**config.mk**
```make
export PLATFORM = sky130hd
export DESIGN_NAME = ccd_frame_sequencer_flat
export DESIGN_NICKNAME = d
export VERILOG_FILES = /design/src/rtl/ccd_frame_sequencer_if.sv /design/src/rtl/ccd_frame_sequencer.sv /design/src/flat_wrapper.sv
export SDC_FILE = /design/constraint.sdc
export NUM_CORES = 1
export LEC_CHECK = 0
export ABC_AREA = 1
export BUFFER_PORTS_ARGS = -buffer_cell sky130_fd_sc_hd__buf_2
export CAP_MARGIN = 5
export CORE_MARGIN = 8
export CORE_UTILIZATION = 58
export DETAILED_ROUTE_END_ITERATION = 8
export PLACE_DENSITY = 0.91
export SYNTH_ARGS = -nofsm -noshare
export SYNTH_HDL_FRONTEND = slang
export SYNTH_SLANG_ARGS = --single-unit
```
**constraint.sdc**
```tcl
create_clock -name clk -period 2.7 [get_ports clk]
set_input_delay 0.54 -clock clk [delete_from_list [all_inputs] [get_ports clk]]
set_output_delay 0.54 -clock clk [all_outputs]
set_load 0.01 [all_outputs]
```
**src/rtl/ccd_frame_sequencer_if.sv**
```systemverilog
// ccd_frame_sequencer_if
//   Control, status and reader-handshake bundle for the linear-CCD frame
//   sequencer.
//   master : controller/reader side. Drives start, stop, continuous,
//            int_time and readall_samples. Observes the sensor timing and
//            status outputs.
//   slave  : sequencer side. Drives reader_enable, sh_pulse, sh_pulse_rise,
//            sh_pulse_fall, ccd_pulse, busy, frame_done, frame_count and
//            timeout_err.
interface ccd_frame_sequencer_if #(
  parameter int INT_W = 16
);
  logic             start;
  logic             stop;
  logic             continuous;
  logic [INT_W-1:0] int_time;
  logic             readall_samples;
  logic             reader_enable;
  logic             sh_pulse;
  logic             sh_pulse_rise;
  logic             sh_pulse_fall;
  logic             ccd_pulse;
  logic             busy;
  logic             frame_done;
  logic [15:0]      frame_count;
  logic             timeout_err;

  modport master (
    output start, stop, continuous, int_time, readall_samples,
    input  reader_enable, sh_pulse, sh_pulse_rise, sh_pulse_fall, ccd_pulse,
           busy, frame_done, frame_count, timeout_err
  );

  modport slave (
    input  start, stop, continuous, int_time, readall_samples,
    output reader_enable, sh_pulse, sh_pulse_rise, sh_pulse_fall, ccd_pulse,
           busy, frame_done, frame_count, timeout_err
  );
endinterface

```
**src/rtl/ccd_frame_sequencer.sv**
```systemverilog
// ccd_frame_sequencer
//   Timing controller for the linear-CCD readout path. It drives the SH gate,
//   one ccd_pulse per pixel period and the reader enable. It also frames the
//   reader's sample stream with SH rise/fall strobes. Acquisition is single
//   shot or continuous. Each frame reads NUM_PIXELS pixel periods, followed by
//   int_time extra periods of integration.
// Ports
//   clk   : system clock
//   rst_n : asynchronous active-low reset; release is expected synchronous
//           to clk
//   bus   : ccd_frame_sequencer_if.slave. Carries start/stop/continuous/
//           int_time/readall_samples in. Carries the sensor strobes, busy,
//           frame_done, frame_count and timeout_err out.
// Every output is a flop, so each strobe is decided one cycle before it
// becomes visible.
module ccd_frame_sequencer #(
  parameter int PIX_DIV    = 4,
  parameter int NUM_PIXELS = 2048,
  parameter int SH_WIDTH   = 8,
  parameter int INT_W      = 16
) (
  input  logic                  clk,
  input  logic                  rst_n,
  ccd_frame_sequencer_if.slave  bus
);
  localparam int DIV_W = (PIX_DIV > 1) ? $clog2(PIX_DIV) : 1;
  localparam int SH_W  = $clog2(SH_WIDTH);
  localparam int PIX_W = 17;
  localparam logic [DIV_W-1:0] DIV_LAST = DIV_W'(PIX_DIV - 1);
  localparam logic [DIV_W-1:0] DIV_PRE  = DIV_W'(PIX_DIV - 2);
  localparam logic [SH_W-1:0]  SH_LAST  = SH_W'(SH_WIDTH - 1);

  typedef enum logic [1:0] {IDLE, SH_HI, EXPOSE} state_t;

  state_t           state;
  logic [DIV_W-1:0] div_cnt;
  logic [SH_W-1:0]  sh_cnt;
  logic [PIX_W-1:0] pix_cnt;
  logic [INT_W-1:0] int_lat;
  logic             first_frame, stop_pending, acked;
  logic             sh_q, rise_q, fall_q, ccd_q, en_q, busy_q, done_q, to_q;
  logic [15:0]      cnt_q;

  logic [PIX_W-1:0] frame_len;
  logic             accept, sh_end, last_frame, pix_end;

  assign frame_len  = PIX_W'(NUM_PIXELS) + PIX_W'(int_lat);
  // The first SH_HI after start carries no frame, so no ack is expected there.
  assign accept     = (state == SH_HI) && !first_frame && !acked && bus.readall_samples;
  assign sh_end     = (state == SH_HI) && (sh_cnt == SH_LAST);
  assign last_frame = !first_frame && (stop_pending || !bus.continuous);
  assign pix_end    = (pix_cnt + PIX_W'(1)) == frame_len;

  always_ff @(posedge clk or negedge rst_n) begin
    if (!rst_n) begin
      state        <= IDLE;
      div_cnt      <= '0;
      sh_cnt       <= '0;
      pix_cnt      <= '0;
      int_lat      <= '0;
      first_frame  <= 1'b0;
      stop_pending <= 1'b0;
      acked        <= 1'b0;
      sh_q         <= 1'b0;
      rise_q       <= 1'b0;
      fall_q       <= 1'b0;
      ccd_q        <= 1'b0;
      en_q         <= 1'b0;
      busy_q       <= 1'b0;
      done_q       <= 1'b0;
      to_q         <= 1'b0;
      cnt_q        <= '0;
    end else begin
      rise_q <= 1'b0;
      fall_q <= 1'b0;
      ccd_q  <= 1'b0;
      done_q <= accept;
      if (accept) begin
        cnt_q <= cnt_q + 16'd1;
        acked <= 1'b1;
      end
      if (state != IDLE && bus.stop) stop_pending <= 1'b1;

      case (state)
        IDLE: if (bus.start) begin
          state        <= SH_HI;
          sh_cnt       <= '0;
          sh_q         <= 1'b1;
          rise_q       <= 1'b1;
          en_q         <= 1'b1;
          busy_q       <= 1'b1;
          cnt_q        <= '0;
          to_q         <= 1'b0;
          first_frame  <= 1'b1;
          acked        <= 1'b0;
          stop_pending <= bus.stop;
        end
        SH_HI: begin
          sh_cnt <= sh_cnt + SH_W'(1);
          if (sh_end) begin
            // An ack arriving in this very cycle still counts as seen.
            if (!first_frame && !acked && !accept) to_q <= 1'b1;
            first_frame <= 1'b0;
            sh_q        <= 1'b0;
            if (last_frame) begin
              state        <= IDLE;
              en_q         <= 1'b0;
              busy_q       <= 1'b0;
              stop_pending <= 1'b0;
            end else begin
              state   <= EXPOSE;
              fall_q  <= 1'b1;
              int_lat <= bus.int_time;
              div_cnt <= '0;
              pix_cnt <= '0;
            end
          end
        end
        EXPOSE: begin
          div_cnt <= (div_cnt == DIV_LAST) ? '0 : div_cnt + DIV_W'(1);
          // The strobe is registered, so it is raised while the divider
          // sits one count short of the period end.
          ccd_q   <= (div_cnt == DIV_PRE);
          if (div_cnt == DIV_LAST) begin
            pix_cnt <= pix_cnt + PIX_W'(1);
            if (pix_end) begin
              state  <= SH_HI;
              sh_cnt <= '0;
              sh_q   <= 1'b1;
              rise_q <= 1'b1;
              acked  <= 1'b0;
            end
          end
        end
        default: state <= IDLE;
      endcase
    end
  end

  assign bus.sh_pulse      = sh_q;
  assign bus.sh_pulse_rise = rise_q;
  assign bus.sh_pulse_fall = fall_q;
  assign bus.ccd_pulse     = ccd_q;
  assign bus.reader_enable = en_q;
  assign bus.busy          = busy_q;
  assign bus.frame_done    = done_q;
  assign bus.frame_count   = cnt_q;
  assign bus.timeout_err   = to_q;
endmodule

```
**src/flat_wrapper.sv**
```systemverilog
// flat-port wrapper written by rule: the top's interface ports become plain ports
module ccd_frame_sequencer_flat 
#(
  parameter int PIX_DIV    = 4,
  parameter int NUM_PIXELS = 2048,
  parameter int SH_WIDTH   = 8,
  parameter int INT_W      = 16
)
  (clk, rst_n, bus_start, bus_stop, bus_continuous, bus_int_time, bus_readall_samples, bus_reader_enable, bus_sh_pulse, bus_sh_pulse_rise, bus_sh_pulse_fall, bus_ccd_pulse, bus_busy, bus_frame_done, bus_frame_count, bus_timeout_err);
  ccd_frame_sequencer_if #(.INT_W(INT_W)) bus_i ();
  input  logic clk;
  input  logic rst_n;
  input wire logic [$bits(bus_i.start)-1:0] bus_start;
  input wire logic [$bits(bus_i.stop)-1:0] bus_stop;
  input wire logic [$bits(bus_i.continuous)-1:0] bus_continuous;
  input wire logic [$bits(bus_i.int_time)-1:0] bus_int_time;
  input wire logic [$bits(bus_i.readall_samples)-1:0] bus_readall_samples;
  output wire logic [$bits(bus_i.reader_enable)-1:0] bus_reader_enable;
  output wire logic [$bits(bus_i.sh_pulse)-1:0] bus_sh_pulse;
  output wire logic [$bits(bus_i.sh_pulse_rise)-1:0] bus_sh_pulse_rise;
  output wire logic [$bits(bus_i.sh_pulse_fall)-1:0] bus_sh_pulse_fall;
  output wire logic [$bits(bus_i.ccd_pulse)-1:0] bus_ccd_pulse;
  output wire logic [$bits(bus_i.busy)-1:0] bus_busy;
  output wire logic [$bits(bus_i.frame_done)-1:0] bus_frame_done;
  output wire logic [$bits(bus_i.frame_count)-1:0] bus_frame_count;
  output wire logic [$bits(bus_i.timeout_err)-1:0] bus_timeout_err;
  assign bus_i.start = bus_start;
  assign bus_i.stop = bus_stop;
  assign bus_i.continuous = bus_continuous;
  assign bus_i.int_time = bus_int_time;
  assign bus_i.readall_samples = bus_readall_samples;
  assign bus_reader_enable = bus_i.reader_enable;
  assign bus_sh_pulse = bus_i.sh_pulse;
  assign bus_sh_pulse_rise = bus_i.sh_pulse_rise;
  assign bus_sh_pulse_fall = bus_i.sh_pulse_fall;
  assign bus_ccd_pulse = bus_i.ccd_pulse;
  assign bus_busy = bus_i.busy;
  assign bus_frame_done = bus_i.frame_done;
  assign bus_frame_count = bus_i.frame_count;
  assign bus_timeout_err = bus_i.timeout_err;
  ccd_frame_sequencer #(.PIX_DIV(PIX_DIV), .NUM_PIXELS(NUM_PIXELS), .SH_WIDTH(SH_WIDTH), .INT_W(INT_W)) u_core (.clk(clk), .rst_n(rst_n), .bus(bus_i));
endmodule
```
### Word level (Yosys, flattened, before mapping)

Index checks and enable logic that the tools add are counted.
W data, S select, Z words.

* register bits: 66
* bits of input ports: 22
* output and inout bits: 24
* logic and storage cells: 114

* add/subtract/negate cells: 5
* equal/unequal tests: 13
* multiplexer cells: 52
* bitwise gates (word level): 1
* reductions and logical operators: 27

Operator list (count)
* $mux W17: 3
* $mux W16: 3
* $pmux W17 S2: 1
* $mux W1: 24
* $reduce_and A4 Y1: 5
* $add A12 B16 Y17 const A: 1
* $add A17 B1 Y17 const B: 1
* $eq A17 B17 Y1: 1
* $add A16 B1 Y16 const B: 1
* $mux W2: 8
* $pmux W1 S2: 6
* $mux W3: 3
* $pmux W3 S3: 1
* $reduce_and A3 Y1: 3
* $logic_and A1 B1 Y1: 8
* $ne A2 B1 Y1 const B: 4
* $eq A2 B2 Y1 const B: 3
* $ne A2 B2 Y1 const B: 3
* $pmux W2 S3: 1
* $reduce_bool A2 Y1: 3
* $reduce_and A5 Y1: 1
* $logic_not A1 Y1: 4
* $pmux W2 S2: 1
* $add A3 B1 Y3 const B: 1
* other kinds (8): 8

### Logic depth before layout (Yosys ltp)

* depth in word-level cells: 9
* depth in mapped cells: 15
* depth with buffers taken out: 15

### Worst setup path before layout

Ideal clock, no wire load.

* kind: flip-flop to flip-flop
* start point: register u_core.pix_cnt[0]
* end point: register u_core.sh_q (netlist: u_core.bus.sh_pulse)
* library setup time: 117 ps
* arrival: 1728 ps
* required time: 2583 ps
* path slack: 855 ps
* stages on the path, launching flop included: 15
* buffers on the path: 0
* period minus slack after synthesis: 1845 ps
* cell sequence: dfrtp_1 -> ha_1 -> nand2_2 -> nor2_4 -> nand2_4 -> o21ai_2 -> nand2_2 -> nand2_1 -> nand2_1 -> nor2_1 -> nand2_1 -> o21bai_4 -> nand2_1 -> nand2_1 -> nand2_1

* longest elaborated chain between the ends: 4

RTL lines
* from (decl): RTL line ccd_frame_sequencer.sv:38 `logic [PIX_W-1:0] pix_cnt;`
* from (signal assigned): RTL line ccd_frame_sequencer.sv:125 `pix_cnt <= pix_cnt + PIX_W'(1);`
* $add A17 B1 Y17: RTL line ccd_frame_sequencer.sv:52 `assign pix_end = (pix_cnt + PIX_W'(1)) == frame_len;`
* $eq A17 B17 Y1: RTL line ccd_frame_sequencer.sv:52
* $ne A2 B1 Y1 (no source line)
* $reduce_and A5 Y1 (no source line)
* to (signal assigned): RTL line ccd_frame_sequencer.sv:64 `sh_q <= 1'b0;`
* to (signal assigned): RTL line ccd_frame_sequencer.sv:88 `sh_q <= 1'b1;`
* to (signal assigned): RTL line ccd_frame_sequencer.sv:104 `sh_q <= 1'b0;`
* to (decl): RTL line ccd_frame_sequencer.sv:41 `logic sh_q, rise_q, fall_q, ccd_q, en_q, busy_q, done_q, to_q;`

No other way between the ends.
A chain may end at the register's enable or synchronous reset.

### Worst setup path in the final report

* start point: register u_core.state[1]
* end point: register u_core.pix_cnt[4]

* longest elaborated chain between the ends: 4
* elaborated cells between the ends (all ways): 9
* classes of those cells: 5 x eq/ne; 1 x mux; 3 x reduce/logical

RTL lines
* from (decl): RTL line ccd_frame_sequencer.sv:35 `state_t state;`
* from (signal assigned): RTL line ccd_frame_sequencer.sv:56 `state <= IDLE;`
* from (signal assigned): RTL line ccd_frame_sequencer.sv:86 `state <= SH_HI;`
* from (signal assigned): RTL line ccd_frame_sequencer.sv:106 `state <= IDLE;`
* $eq A2 B1 Y1: RTL line ccd_frame_sequencer.sv:50, ccd_frame_sequencer.sv:84
* $logic_and A1 B1 Y1: RTL line ccd_frame_sequencer.sv:50 `assign sh_end = (state == SH_HI) && (sh_cnt == SH_LAST);`
* $ne A2 B1 Y1 (no source line)
* $reduce_and A4 Y1 (no source line)

Parallel ways exist; a longest one is shown, timed or not.

==> impl_metrics.json <==
{
  "synthTopCellsByArea": "dfrtp_1 (43%), nand2_1 (15%), nand3_1 (6.7%)",
  "dieArea_sq_um": 9410,
  "synthXorXnorAreaFrac_pct": 2.07,
  "setup_viol": 0,
  "fin_crit_ns": 2.24,
  "synthTopCellsByCount": "nand2_1 (152), dfrtp_1 (66), inv_1 (56)",
  "gr-usage-all-layers_pct": 21.2,
  "grt_pass1_wl_mm": 16.8,
  "yosysSeqAreaShare_pct": 43.4,
  "dp_slack_ns": 0.567,
  "tightest_slew_ns": 0.838,
  "via_count": 3579,
  "ir_drop_v": 0.000566,
  "yosysTopAreaCellShare_pct": 43.4,
  "fin_skew_ns": 0.0109,
  "dpl-instance-area_sq_um": 4120,
  "synth_simple_gate_area_share_pct": 37.2,
  "hold_buffers": 0,
  "arrival_ns": 2.43,
  "drt-total-wl_mm": 9.66,
  "powerDensity_nw_per_um2": 1010,
  "layout-drive-gt1-share_pct": 18.2,
  "syn_inst": 504,
  "worst_setup_path_start_kind": "register",
  "firstDrtPassIters": 7,
  "hp-class": "in2async",
  "worstPathRequired_ns": 2.90,
  "insertion_delay_ns": 0.35,
  "synth_top_cell_by_area": "dfrtp_1",
  "die_w_um": 97.0,
  "status": "completed",
  "p_leak_nw": 2.21,
  "synth_ff_type": "dfrtp_1",
  "synth_top_family_by_area": "simple AND/OR/NAND/NOR gates",
  "synth_adder_area_share_pct": 2.30,
  "grt_pass1_vias": 3642,
  "synthMuxAreaShare_pct": 0,
  "crit_path_max_fanout": 15,
  "synth_compound_gate_area_share_pct": 8.29,
  "finalHoldViolCount": 0,
  "die_y_um": 97.0,
  "synthToLayoutAreaGrowth_pct": 14.2,
  "timing.final.crit_share_pct": 82.8,
  "ys_ff_latch": 66,
  "clkTransAtPathRegs_ns": 0.08,
  "final.setup.worst_slack_ns": 0.464,
  "io_buffers": 45,
  "worstSetupPathType": "reg2reg",
  "vias_per_cell": 5.61,
  "syn_area_sq_um": 3800,
  "dp_hpwl_mm": 6.99,
  "nNetsFinal": 585,
  "syn_avg_cell_area_sq_um": 7.55,
  "maxSlewViolCount": 0,
  "ant_nets": 0,
  "max_freq_mhz": 447,
  "initial_core_util_pct": 59.9,
  "routabilityCongestion": 0.909,
  "drcViolationCount": 0,
  "netlist-cell-type-count": 36,
  "design_area_sq_um": 4340,
  "synth.most_common_cell": "nand2_1",
  "num_io_pins": 46,
  "wl_per_cell_um": 15.1,
  "cts_setup_buffers": 0,
  "cts_tree": "built",
  "synthArstFlopShare_pct": 100,
  "initialDrtViolationCount": 268,
  "synth-edff-count": 0,
  "grt_antenna_before_repair": 0,
  "core_region_area_sq_um": 6350,
  "end_kind": "register",
  "root_buffer": "clkbuf_8",
  "fp-row-count": 29,
  "cts_max_path_buffers": 2,
  "syn_nets": 533,
  "diodes": 0,
  "overflow": 0,
  "maxCapViolations": 0,
  "rsz0062_at_grt": "no",
  "final_core_util_pct": 68.4,
  "tns_ns": 0,
  "cts_buffers": 9,
  "finalPower_w": 0.00438,
  "grt_max_degree": 67,
  "slew_headroom_pct": 44.1,
  "cts-htree-levels": 3,
  "postCtsResizedCells": 0,
  "clkSinkCount": 66,
  "ys_warn_count": 0
}
-- registers in the layout, indices dropped and copies added, names as in the netlist --
| name | cells |
|---|---|
| u_core.bus.reader_enable | 1 |
| u_core.bus.ccd_pulse | 1 |
| u_core.first_frame | 1 |
| u_core.pix_cnt | 17 |
| u_core.bus.frame_done | 1 |
| u_core.div_cnt | 2 |
| u_core.int_lat | 16 |
| u_core.bus.sh_pulse_fall | 1 |
| u_core.bus.sh_pulse | 1 |
| u_core.bus.frame_count | 16 |
| u_core.bus.sh_pulse_rise | 1 |
| u_core.bus.timeout_err | 1 |
| u_core.sh_cnt | 3 |
| u_core.stop_pending | 1 |
| u_core.acked | 1 |
| u_core.state | 2 |
-- per-layer routing --
metal / wire length, um / track usage (%) / vias up
met1: 4190 / 26.1 / 1675
met2: 4740 / 34.9 / 144
met3: 535 / 5.05 / 28
met5: 0 / 0 / -
met4: 185 / 8.28 / 0
li1: - / - / 1732
-- final timing paths --
check	startpoint	to	slack [ns]	cells past startpoint
max	u_core.state[1]	u_core.pix_cnt[4]	0.46	5
min	rst_n	u_core.pix_cnt[13]	0.35	2
max reg2reg	u_core.state[1]	u_core.pix_cnt[4]	0.46	5
min reg2reg	u_core.int_lat[0]	u_core.int_lat[0]	0.50	2
max in group asynchronous	rst_n	u_core.pix_cnt[3]	1.78	2
min in group clk	bus_int_time[6]	u_core.int_lat[6]	0.38	3
-- power breakdown --
group	internal, W	switching, W	leakage, nW
Combinational	0.000613	0.00111	1.24
Clock	0.000546	0.000414	0.109
Sequential	0.00134	0.000353	0.858
-- cells by family (layout without fill, tap and decap cells) --
kind of cell | count (synthesis) | count (layout)
AND/OR/NAND/NOR | 301 | 301
buffers and inverters | 67 | 124
flip-flops | 66 | 66
AO/OA/AOI/OAI | 54 | 54
XOR/XNOR | 9 | 9
adder cells (fa/ha/maj) | 7 | 7
-- worst max-delay path, stage by stage (launching register included) --
cell     delay, ns
dfrtp_1       0.44
inv_1         0.06
nor2_1        0.51
nor2_1        0.27
nor2_2        0.63
o21ai_0       0.17
-- placed cells by master, fill, tap and decap left out, drive strengths merged --
master	synthesis	final
a21oi	9	9
o22ai	12	12
nand4	12	12
o21ai	27	27
dfrtp	66	66
a31oi	2	2
nor2	63	63
nor3	4	4
inv	60	61
o41ai	1	1
xor2	6	6
nand2	160	160
nand3b	3	3
o211ai	1	1
ha	7	7
clkbuf	5	10
or2	3	3
clkinv	0	1
nand3	55	55
clkinvlp	0	2
xnor2	3	3
buf	2	48
bufinv	0	2
a221oi	1	1
o21bai	1	1
and2	1	1
-- metrics by stage --
step	cells	hold slack, ns
floorplan	504	0.244
CTS	638	0.388
finish	638	0.353
detailed placement	622	0.485
global route	638	0.400
global placement	622	0.479
-- layout make-up --
class | instances | area, sq um
repair buffers | 48 | 248
flip-flops and latches | 66 | 1650
multi-input cells | 371 | 1900
fillers | 500 | 2010
clock buffers | 10 | 138
well taps | 77 | 96.3
inverters | 60 | 225
clock inverters | 6 | 88.8
Power figures use the tool's default switching activity.
